$ cat src/rtl/decoder38_strobe.sv
// decoder38_strobe: sequenced 3-to-8 decoder with an active-low strobe bus.
// A 3-bit channel code is accepted over a valid/ready handshake. The selected
// line of the 8-line bus is driven low for PULSE_LEN cycles. All lines are then
// held high for a GAP_LEN-cycle guard gap.
// Optional feature macro: DEC38_QUEUE_EN inserts a QDEPTH-entry command FIFO
// between the handshake and the sequencer.
module decoder38_strobe #(
  parameter int PULSE_LEN = 4,
  parameter int GAP_LEN   = 2,
  parameter int QDEPTH    = 4
) (
  input  logic       iClk,
  input  logic       iRst_n,
  input  logic       iEI,
  input  logic       iValid,
  input  logic [2:0] iCode,
  output logic       oReady,
  output logic [7:0] oData,
  output logic       oBusy,
  output logic       oDone
);

  typedef enum logic [1:0] {
    ST_IDLE  = 2'd0,
    ST_PULSE = 2'd1,
    ST_GAP   = 2'd2
  } state_t;

  localparam logic [7:0] PULSE_LOAD = 8'(PULSE_LEN - 1);
  localparam logic [7:0] GAP_LOAD   = (GAP_LEN == 0) ? 8'd0 : 8'(GAP_LEN - 1);

  // Reject illegal parameter combinations at elaboration time.
  if ((PULSE_LEN < 1) || (PULSE_LEN > 255) || (GAP_LEN < 0) || (GAP_LEN > 255) ||
      (QDEPTH < 2) || ((QDEPTH & (QDEPTH - 1)) != 0)) begin : g_param_check
    $error("decoder38_strobe: illegal parameter value");
  end

  // Active-low one-hot pattern for a channel code.
  function automatic logic [7:0] strobe_pattern(input logic [2:0] code);
    strobe_pattern = ~(8'b0000_0001 << code);
  endfunction

  state_t     state_r;
  logic [7:0] cnt_r;
  logic [7:0] data_r;
  logic       busy_r;
  logic       done_r;

  logic       start_s;
  logic [2:0] start_code_s;

`ifdef DEC38_QUEUE_EN
  localparam int PW = $clog2(QDEPTH);

  logic [2:0]  mem_r [QDEPTH];
  logic [PW-1:0] wr_ptr_r;
  logic [PW-1:0] rd_ptr_r;
  logic [PW:0]   qcnt_r;
  logic        full_s;
  logic        empty_s;
  logic        push_s;
  logic        pop_s;

  assign full_s       = (qcnt_r == (PW+1)'(QDEPTH));
  assign empty_s      = (qcnt_r == {(PW+1){1'b0}});
  assign oReady       = ~full_s & ~iEI;
  assign push_s       = iValid & oReady;
  assign pop_s        = (state_r == ST_IDLE) & ~empty_s & ~iEI;
  assign start_s      = pop_s;
  assign start_code_s = mem_r[rd_ptr_r];
  assign oBusy        = busy_r | ~empty_s;

  // Command FIFO: flushed by reset or disable, otherwise push/pop bookkeeping.
  always_ff @(posedge iClk) begin
    if (!iRst_n || iEI) begin
      wr_ptr_r <= {PW{1'b0}};
      rd_ptr_r <= {PW{1'b0}};
      qcnt_r   <= {(PW+1){1'b0}};
    end else begin
      if (push_s) begin
        mem_r[wr_ptr_r] <= iCode;
        wr_ptr_r        <= wr_ptr_r + PW'(1);
      end
      if (pop_s) begin
        rd_ptr_r <= rd_ptr_r + PW'(1);
      end
      case ({push_s, pop_s})
        2'b10:   qcnt_r <= qcnt_r + (PW+1)'(1);
        2'b01:   qcnt_r <= qcnt_r - (PW+1)'(1);
        default: qcnt_r <= qcnt_r;
      endcase
    end
  end
`else
  assign oReady       = (state_r == ST_IDLE) & ~iEI;
  assign start_s      = iValid & oReady;
  assign start_code_s = iCode;
  assign oBusy        = busy_r;
`endif

  // Strobe sequencer: IDLE -> PULSE -> (GAP) -> IDLE with registered bus outputs.
  always_ff @(posedge iClk) begin
    if (!iRst_n || iEI) begin
      state_r <= ST_IDLE;
      cnt_r   <= 8'd0;
      data_r  <= 8'hFF;
      busy_r  <= 1'b0;
      done_r  <= 1'b0;
    end else begin
      case (state_r)
        ST_IDLE: begin
          done_r <= 1'b0;
          if (start_s) begin
            state_r <= ST_PULSE;
            cnt_r   <= PULSE_LOAD;
            data_r  <= strobe_pattern(start_code_s);
            busy_r  <= 1'b1;
          end else begin
            cnt_r   <= 8'd0;
            data_r  <= 8'hFF;
            busy_r  <= 1'b0;
          end
        end
        ST_PULSE: begin
          if (cnt_r != 8'd0) begin
            cnt_r <= cnt_r - 8'd1;
          end else if (GAP_LEN == 0) begin
            state_r <= ST_IDLE;
            data_r  <= 8'hFF;
            busy_r  <= 1'b0;
            done_r  <= 1'b1;
          end else begin
            state_r <= ST_GAP;
            cnt_r   <= GAP_LOAD;
            data_r  <= 8'hFF;
          end
        end
        ST_GAP: begin
          if (cnt_r != 8'd0) begin
            cnt_r <= cnt_r - 8'd1;
          end else begin
            state_r <= ST_IDLE;
            busy_r  <= 1'b0;
            done_r  <= 1'b1;
          end
        end
        default: begin
          state_r <= ST_IDLE;
          cnt_r   <= 8'd0;
          data_r  <= 8'hFF;
          busy_r  <= 1'b0;
          done_r  <= 1'b0;
        end
      endcase
    end
  end

  assign oData = data_r;
  assign oDone = done_r;

endmodule

$ cat config.mk
export PLATFORM = sky130hd
export DESIGN_NAME = decoder38_strobe
export DESIGN_NICKNAME = d
export VERILOG_FILES = /design/src/rtl/decoder38_strobe.sv
export SDC_FILE = /design/constraint.sdc
export NUM_CORES = 1
export LEC_CHECK = 0
export ABC_AREA = 1
export BUFFER_PORTS_ARGS = -buffer_cell sky130_fd_sc_hd__buf_4
export CAP_MARGIN = 15
export CORE_AREA = 2 2 54 46
export CTS_CLUSTER_SIZE = 14
export DETAILED_ROUTE_END_ITERATION = 10
export DIE_AREA = 0 0 56 48
export PLACE_DENSITY_LB_ADDON = 0.2
export SYNTH_ARGS = -nofsm -noshare
export SYNTH_HDL_FRONTEND = slang
export SYNTH_SLANG_ARGS = --single-unit
$ cat constraint.sdc
create_clock -name iClk -period 1.5 [get_ports iClk]
set_input_delay 0.3 -clock iClk [delete_from_list [all_inputs] [get_ports iClk]]
set_output_delay 0.3 -clock iClk [all_outputs]
set_load 0.02 [all_outputs]
==> results.json, run 1 <==
{
  "via_per_inst": 4.84,
  "rows": 15,
  "drive_above_1_share": 0.212,
  "start_kind": "flop",
  "reg2reg_to": "oData[1]",
  "synth_most_common_cell": "nand2_1",
  "synth_top_area_frac": 0.395,
  "setup_viol": 0,
  "synthFlopType": "dfxtp_1",
  "htree_levels": 1,
  "dpl.hpwl_mm": 1.70,
  "dieHeight_um": 48,
  "drv_slew": 0,
  "rsz0062_at_grt": "no",
  "avgRoutedWirePerCell_um": 10.6,
  "cts_made_buffers": 3,
  "yosysWarnings": 0,
  "via_count": 987,
  "finalSetupTns_ns": 0,
  "fp.coreArea_um2": 2100,
  "grt-ovfl-total": 0,
  "cts_tree": "yes",
  "yosysTopAreaCell": "dfxtp_1",
  "initial_core_util": 0.482,
  "n_antenna_cell": 0,
  "nNetsFinal": 189,
  "regToRegSetupSlack_ns": 0.14,
  "max_stage_delay_ns": 0.38,
  "drv_cap": 0,
  "worst-path-buf-inv": 1,
  "holdPathStages": 4,
  "syn_nets": 165,
  "power_density_nw_per_um2": 797,
  "grt_pass1_vias": 867,
  "grt_first_pass_wirelength_mm": 3.62,
  "cp.arrival_ns": 1.10,
  "synth_common_cells": "57 x nand2_1, 20 x dfxtp_1, 19 x inv_1, 18 x nand3_1, 18 x nor2_1",
  "synthArstFlopShare": 0,
  "clock_sinks": 20,
  "critPathKind": "flop to primary output",
  "gp_congestion": 0.893,
  "crit_path_end_kind": "primary output",
  "status": "finished, final reports clean",
  "clkTransAtPathRegs_ns": 0.12,
  "area_delta_synth_final_pct": 22.2,
  "reg2reg_depth": 10,
  "fin_crit_sh": 0.936,
  "grt_max_degree": 14,
  "min_to": "oData[7]",
  "synth-seq-cells": 20,
  "synthCells": 156,
  "root_buffer": "clkbuf_4",
  "ios": 18,
  "ant_nets": 0,
  "synth.yosys.seq_area_share": 0.395,
  "routed_wl_mm": 2.17,
  "leakage_nw": 0.637,
  "worstPathRequired_ns": 1.20,
  "clock_path_buffers": 2,
  "slowest_stage": "dfxtp_1",
  "dr.pass1.iters": 4,
  "crit_path_max_fanout": 5,
  "antenna_found_initial": 0,
  "track_usage": 0.177,
  "timing.rr.start": "cnt_r[1]",
  "post-route-drc-count": 0,
  "hold_viol_final": 0,
  "hp-class": "input pin to flop",
  "fin_crit_ns": 1.40,
  "power_mw": 0.988,
  "synth_area_leaders": "dfxtp_1 40%, nand2_1 21%, nand3_1 8.9%, inv_1 7.0%, nor2_1 6.7%",
  "vdd_drop_max_mv": 0.794,
  "fin_skew_ns": 0.0109,
  "syn_avg_cell_area_um2": 6.50,
  "min_from": "iCode[2]",
  "synth_edf_count": 0,
  "first_iter_violations": 26,
  "syn-cell-area_um2": 1010,
  "slew_headroom": 0.720,
  "worst_pin_slew_ns": 0.417,
  "cp_cell_sequence": "nor3_2 -> buf_4",
  "cts_hold_buffers": 0,
  "die_width_um": 56,
  "port_buffers": 17,
  "die-area_um2": 2690,
  "max_freq_mhz": 713,
  "whs_ns": 0.309,
  "critical-path-top-delay-family": "flip-flops",
  "synthDistinctLibCells": 20,
  "clk_latency_ns": 0.30
}
sequential cells by signal, indices dropped and copies added, names as in the netlist:
register / cells
state_r: 2
cnt_r: 8
oBusy: 1
oData: 8
oDone: 1
what timing repair did:
action / 4_1_cts / 5_1_grt
buffers inserted: 0 / 1
gates resized for setup: 0 / 7
endpoints found under the setup margin: 0 / 8
worst max-delay path by stage:
stage,startpoint,to,depth (start not counted)
final,state_r[1],oReady,2
after detailed placement,cnt_r[0],oData[4],10
after global routing,state_r[1],oReady,2
after floorplan,state_r[1],oData[0],6
after global placement,cnt_r[0],oData[0],10
after CTS,cnt_r[0],oData[4],10
metrics by stage:
| stage | utilization | setup slack (ns) | cells | instance area (um^2) |
|---|---|---|---|---|
| finish | 0.589 | 0.0966 | 204 | 1240 |
| global route | 0.589 | 0.00257 | 204 | 1240 |
| CTS | 0.578 | 0.0308 | 203 | 1210 |
| detailed placement | 0.561 | 0.0624 | 199 | 1180 |
| global placement | 0.561 | 0.145 | 199 | 1180 |
| floorplan | - | 0.171 | 156 | 1010 |
placed cells by master, fill, tap and decap left out:
master and instances:
a21oi_1 4, a21oi_2 1, buf_4 20, buf_6 1, clkbuf_4 3, clkbuf_8 1, dfxtp_1 18, dfxtp_2 2
ha_1 2, inv_1 18, inv_2 1, inv_4 1, nand2_1 56, nand2_2 4, nand2_4 1, nand3_1 18
nor2_1 18, nor2_2 2, nor3_1 1, nor3_2 1, o2111ai_1 1, o211ai_1 1, o21ai_0 2, xnor2_1 1
xor2_1 1
layout make-up:
type                       count  area [um^2]
timing repair buffer          21          161
tap                           25         31.3
fill                         205          863
multi-input combinational    114          529
clock buffer                   4         36.3
sequential                    20          403
inverter                      20         77.6
worst reg2reg max path, stage by stage (launching register included):
cell and delay [ns]:
dfxtp_2 0.35, inv_1 0.08, ha_1 0.15, nand2_1 0.08
inv_1 0.07, nand2_2 0.08, nand2_2 0.09, nand2_4 0.08
buf_6 0.15, nand2_1 0.05, nand3_1 0.06
layer usage:
layer  part of all wire  GRT usage  vias to the layer above
met2               0.46      0.313                       23
met3              0.043     0.0595                        0
met1               0.50      0.221                      435
li1                   -          -                      529
met5                  0          0                        -
met4                  0     0.0286                        0
where the power goes:
part           total [mW]  switching (mW)  internal [mW]
Clock               0.310           0.162          0.148
Combinational       0.133          0.0799         0.0527
Sequential          0.545         0.00572          0.539
Total               0.988           0.248          0.740
cell families (layout without fill, tap and decap cells):
logic type / Yosys count / after routing / share of synthesized area
flip-flops: 20 / 20 / 0.395
AO/OA/AOI/OAI: 9 / 9 / 0.0543
XOR/XNOR: 2 / 2 / 0.0173
AND/OR/NAND/NOR: 101 / 101 / 0.419
buffers and inverters: 22 / 45 / 0.0901
adder cells (fa/ha/maj): 2 / 2 / 0.0247
(Power assumes the default switching activity.)
==> run 2: changes to the inputs <==
==> constraint.sdc (replaced) <==
create_clock -name iClk -period 1.7 [get_ports iClk]
set_input_delay 0.34 -clock iClk [delete_from_list [all_inputs] [get_ports iClk]]
set_output_delay 0.34 -clock iClk [all_outputs]
set_load 0.02 [all_outputs]
==> run 2 against run 1 <==
- first-iteration DRC count increased by 12%
- cell count shrank 0.98%
- flip-flop and latch count is the same
- worst setup slack gained 0.052 ns
- critical path type is now flop to flop
- largest cell class unchanged
==> results.json, run 2 (same netlist as run 1, synthesis figures left out) <==
{
  "dr.max_layer_used": "met3",
  "swShare": 0.229,
  "grt-ovfl-total": 0,
  "cp.arrival_ns": 1.74,
  "place_area_um2": 1170,
  "cts_tree": "yes",
  "dpl.hpwl_mm": 1.76,
  "seqCellArea_um2": 400,
  "pwr-share-clk": 0.394,
  "cts_hold_buffers": 0,
  "grt_max_degree": 13,
  "crit_top_cell": "nand2_1",
  "layout_commonest_cell": "nand2_1",
  "drv_cap": 0,
  "initial_core_util": 0.482,
  "reg2reg_to": "oData[3]",
  "placed_cells": 198,
  "crit_end": "oData[3]",
  "p_int_mw": 0.758,
  "clk_latency_ns": 0.31,
  "power_density_nw_per_um2": 800,
  "crit_path_end_kind": "flop",
  "finalSetupTns_ns": 0,
  "rows": 15,
  "dr.pass1.iters": 4,
  "die_width_um": 56,
  "fin_crit_ns": 1.55,
  "via_count": 1013,
  "fp.coreArea_um2": 2100,
  "dieHeight_um": 48,
  "hp-class": "input pin to flop",
  "design_area_um2": 1230,
  "setup_viol": 0,
  "clock_sinks": 20,
  "worstPathRequired_ns": 1.88,
  "antenna_found_initial": 0,
  "crit_path_max_fanout": 11,
  "reg2reg_depth": 10,
  "fin_crit_sh": 0.913,
  "die-area_um2": 2690,
  "track_usage": 0.192,
  "timing.rr.start": "cnt_r[0]",
  "nNetsFinal": 187,
  "routed_wl_mm": 2.37,
  "wl_met1_mm": 1.13,
  "slowest_stage": "dfxtp_1",
  "whs_ns": 0.348,
  "vdd_drop_max_mv": 1.04,
  "area_delta_synth_final_pct": 21.2,
  "multi_input_area_um2": 527,
  "leakage_nw": 0.629,
  "drv_slew": 0,
  "cp_cell_sequence": "inv_1 -> ha_1 -> nand2_1 -> inv_1 -> nand2_2 -> nand2_1 -> nand2_4 -> inv_2 -> nand2_1 -> nand3_1",
  "startpoint": "cnt_r[0]",
  "post_cts_buffers": 0,
  "start_kind": "flop",
  "grt_first_pass_wirelength_mm": 3.96,
  "rsz0062_at_grt": "no",
  "clock_path_buffers": 2,
  "first_iter_violations": 29,
  "p_switching_mw": 0.225,
  "ios": 18,
  "final_cell_mix": "57 x nand2_1, 20 x dfxtp_1, 19 x inv_1, 19 x buf_4",
  "grt_pass1_vias": 890,
  "met3_length_um": 118,
  "final_util": 0.585,
  "status": "finished, final reports clean",
  "wl_met2_mm": 1.12,
  "clkTransAtPathRegs_ns": 0.12,
  "fill_cells": 211,
  "p_comb_frac": 0.117,
  "htree_levels": 1,
  "cts_made_buffers": 3,
  "fin_cells": 202,
  "regToRegSetupSlack_ns": 0.15,
  "port_buffers": 17,
  "post-route-drc-count": 0,
  "fin_skew_ns": 0.0129,
  "drive_above_1_share": 0.181,
  "worst_pin_slew_ns": 0.439,
  "max_stage_delay_ns": 0.37,
  "critPathKind": "flop to flop",
  "gp_congestion": 0.875,
  "hold_viol_final": 0,
  "n_antenna_cell": 0,
  "root_buffer": "clkbuf_4",
  "avgRoutedWirePerCell_um": 11.7,
  "slew_headroom": 0.705,
  "p_seq_frac": 0.488,
  "via_per_inst": 5.01,
  "ant_nets": 0,
  "max_freq_mhz": 645,
  "holdPathStages": 4
}
run 2: power by group through the flow:
stage | Clock [mW] | Combinational [mW] | Sequential (mW)
6_report | 0.388 | 0.115 | 0.480
5_1_grt | 0.416 | 0.130 | 0.481
4_1_cts | 0.398 | 0.114 | 0.480
3_5_place_dp | 0 | 0.113 | 0.491
3_3_place_gp | 0 | 0.110 | 0.490
2_1_floorplan | 0 | 0.0708 | 0.494
run 2: worst min path at each step:
stage / slack, ns / from / end
final: 0.35 / iCode[2] / oData[5]
after global routing: 0.35 / iCode[2] / oData[5]
after CTS: 0.35 / iCode[2] / oData[5]
after detailed placement: 0.47 / oData[5] / oData[5]
after global placement: 0.46 / oData[2] / oData[2]
after floorplan: 0.46 / cnt_r[1] / cnt_r[1]
run 2: metal layers:
| layer | GRT usage | vias up |
|---|---|---|
| met2 | 0.322 | 26 |
| met1 | 0.251 | 462 |
| li1 | - | 525 |
| met5 | 0 | - |
| met4 | 0.0429 | 0 |
| met3 | 0.0568 | 0 |
run 2: repair_timing:
| item | 4_1_cts | 5_1_grt |
|---|---|---|
| endpoints found under the hold margin | 0 | 0 |
| resized for setup | 0 | 1 |
| setup endpoints to repair | 0 | 5 |
run 2: through the flow:
step / total power, mW / worst slack, ns
final: 0.983 / 0.148
after global routing: 1.03 / 0.0183
after CTS: 0.992 / 0.115
after detailed placement: 0.603 / 0.171
after global placement: 0.601 / 0.221
after floorplan: 0.564 / 0.371
run 2: layout make-up:
| cell class | instances | share of cell area |
|---|---|---|
| Multi-Input combinational cell | 114 | 0.429 |
| Sequential cell | 20 | 0.326 |
| Tap cell | 25 | 0.0255 |
| Inverter | 20 | 0.0611 |
| Timing Repair Buffer | 19 | 0.116 |
| Clock inverter | 1 | 0.0244 |
| Clock buffer | 3 | 0.0183 |
run 2: worst max-delay path, delay by kind of cell, from the launching register on:
kind	cells	cell delay, ns
buffers and inverters	3	0.25
AND/OR/NAND/NOR	6	0.61
flip-flops	1	0.37
adder cells (fa/ha/maj)	1	0.20
==> run 3: changes to the inputs <==
--- a/config.mk
+++ b/config.mk
@@ -13,6 +13,7 @@
 export DETAILED_ROUTE_END_ITERATION = 10
 export DIE_AREA = 0 0 56 48
 export PLACE_DENSITY_LB_ADDON = 0.2
+export SETUP_SLACK_MARGIN = 0.2
 export SYNTH_ARGS = -nofsm -noshare
 export SYNTH_HDL_FRONTEND = slang
 export SYNTH_SLANG_ARGS = --single-unit
==> run 3 against run 2 <==
- via count is 2.7% higher
- utilization is 1.8 points higher
- sequential share of layout area is 0.77 points lower
- largest cell class unchanged
==> results.json, run 3 (same netlist as run 1, synthesis figures left out) <==
{
  "power_density_nw_per_um2": 785,
  "worst-path-buf-inv": 1,
  "gp_congestion": 0.875,
  "drive_above_1_share": 0.223,
  "antenna_found_initial": 0,
  "dieHeight_um": 48,
  "place_area_um2": 1170,
  "die_width_um": 56,
  "cts_tree": "yes",
  "finalSetupTns_ns": 0,
  "routed_wl_mm": 2.49,
  "fin_crit_sh": 0.836,
  "clock_path_buffers": 2,
  "grt_max_degree": 13,
  "pwr-share-clk": 0.394,
  "fin_crit_ns": 1.42,
  "design_area_um2": 1270,
  "fill_cells": 210,
  "start_kind": "flop",
  "via_count": 1040,
  "cts_made_buffers": 3,
  "htree_levels": 1,
  "post-place-ws_ns": 0.171,
  "grt-ovfl-total": 0,
  "critPathKind": "flop to primary output",
  "layout_commonest_cell": "nand2_1",
  "clk_latency_ns": 0.31,
  "reg2reg_depth": 10,
  "rsz0062_at_grt": "no",
  "cp.arrival_ns": 1.08,
  "clkTransAtPathRegs_ns": 0.12,
  "root_buffer": "clkbuf_4",
  "p_comb_frac": 0.123,
  "final_cell_mix": "54 x nand2_1, 20 x buf_4",
  "port_buffers": 17,
  "dpl.hpwl_mm": 1.76,
  "drv_slew": 0,
  "critical-path-top-delay-family": "flip-flops",
  "track_usage": 0.202,
  "n_antenna_cell": 0,
  "post-route-drc-count": 0,
  "regToRegSetupSlack_ns": 0.31,
  "crit_path_max_fanout": 5,
  "nNetsFinal": 189,
  "clock_sinks": 20,
  "drv_cap": 0,
  "worstPathRequired_ns": 1.36,
  "p_int_mw": 0.762,
  "swShare": 0.233,
  "via_per_inst": 5.10,
  "final_util": 0.602,
  "grt_pass1_vias": 928,
  "seqCellArea_um2": 403,
  "max_stage_delay_ns": 0.37,
  "rows": 15,
  "holdPathStages": 4,
  "initial_core_util": 0.482,
  "multi_input_area_um2": 534,
  "grt_first_pass_wirelength_mm": 4.14,
  "hold_viol_final": 0,
  "first_iter_violations": 37,
  "status": "finished, final reports clean",
  "fp.coreArea_um2": 2100,
  "worst_pin_slew_ns": 0.443,
  "cp_cell_sequence": "nor3_2 -> buf_4",
  "slew_headroom": 0.702,
  "ant_nets": 0,
  "hp-class": "input pin to flop",
  "area_delta_synth_final_pct": 24.9,
  "cp.depth": 2,
  "leakage_nw": 0.645,
  "cts_hold_buffers": 0,
  "p_seq_frac": 0.484,
  "vdd_drop_max_mv": 1.09,
  "timing.final.ws_setup_ns": 0.278,
  "fin_skew_ns": 0.00979,
  "dr.pass1.iters": 5,
  "die-area_um2": 2690,
  "crit_path_end_kind": "primary output",
  "setup_viol": 0,
  "slowest_stage": "dfxtp_1",
  "ios": 18,
  "max_freq_mhz": 703,
  "avgRoutedWirePerCell_um": 12.2,
  "p_switching_mw": 0.232
}
[run 3: cell types whose count changed in the layout (fill, tap and decap cells not counted), sizes merged]
cell,delta
buf,+2
[run 3: area by class of cell]
class,count,share of cell area
multi-input cells,114,0.422
flip-flops and latches,20,0.318
repair buffers,21,0.134
inverters,20,0.0593
well taps,25,0.0247
clock inverters,1,0.0237
clock buffers,3,0.0178
[run 3: per-layer routing]
metal | track usage | share of wire
met5 | 0 | 0
met2 | 0.334 | 0.46
met1 | 0.254 | 0.48
met3 | 0.0622 | 0.051
met4 | 0.0810 | 0.014
[run 3: what timing repair did]
action	in CTS	in global routing
gates resized for setup	1	6
pin swaps	1	1
endpoints found under the setup margin	8	13
setup buffers	2	0
[run 3: worst reg2reg max path, stage by stage (launching register included)]
cell and delay, ns:
dfxtp_2 0.37, inv_2 0.05, ha_1 0.20, nand2_2 0.08, inv_1 0.05, nand2_2 0.10
nand2_2 0.09, nand2_4 0.11, inv_2 0.08, nand2_1 0.08, nand3_1 0.07
[run 3: path summary, 6_finish.rpt]
check,endpoint,from
worst min register to register,oData[1],oData[1]
worst max-delay path,oReady,state_r[1]
worst max register to register,oData[3],cnt_r[0]
worst min-delay path,oData[5],iCode[2]
[run 3: power by group through the flow]
stage,clock network (mW),registers (mW),logic (mW)
4_1_cts,0.398,0.480,0.117
6_report,0.391,0.481,0.122
3_5_place_dp,0,0.491,0.113
3_3_place_gp,0,0.490,0.110
5_1_grt,0.416,0.482,0.137
2_1_floorplan,0,0.494,0.0708
[run 3: stage by stage]
step | std cells | hold WS (ns) | power, mW
after floorplan | 156 | 0.460 | 0.564
after global placement | 198 | 0.463 | 0.601
after detailed placement | 198 | 0.466 | 0.603
after CTS | 204 | 0.345 | 0.995
after global routing | 204 | 0.349 | 1.03
final | 204 | 0.342 | 0.994
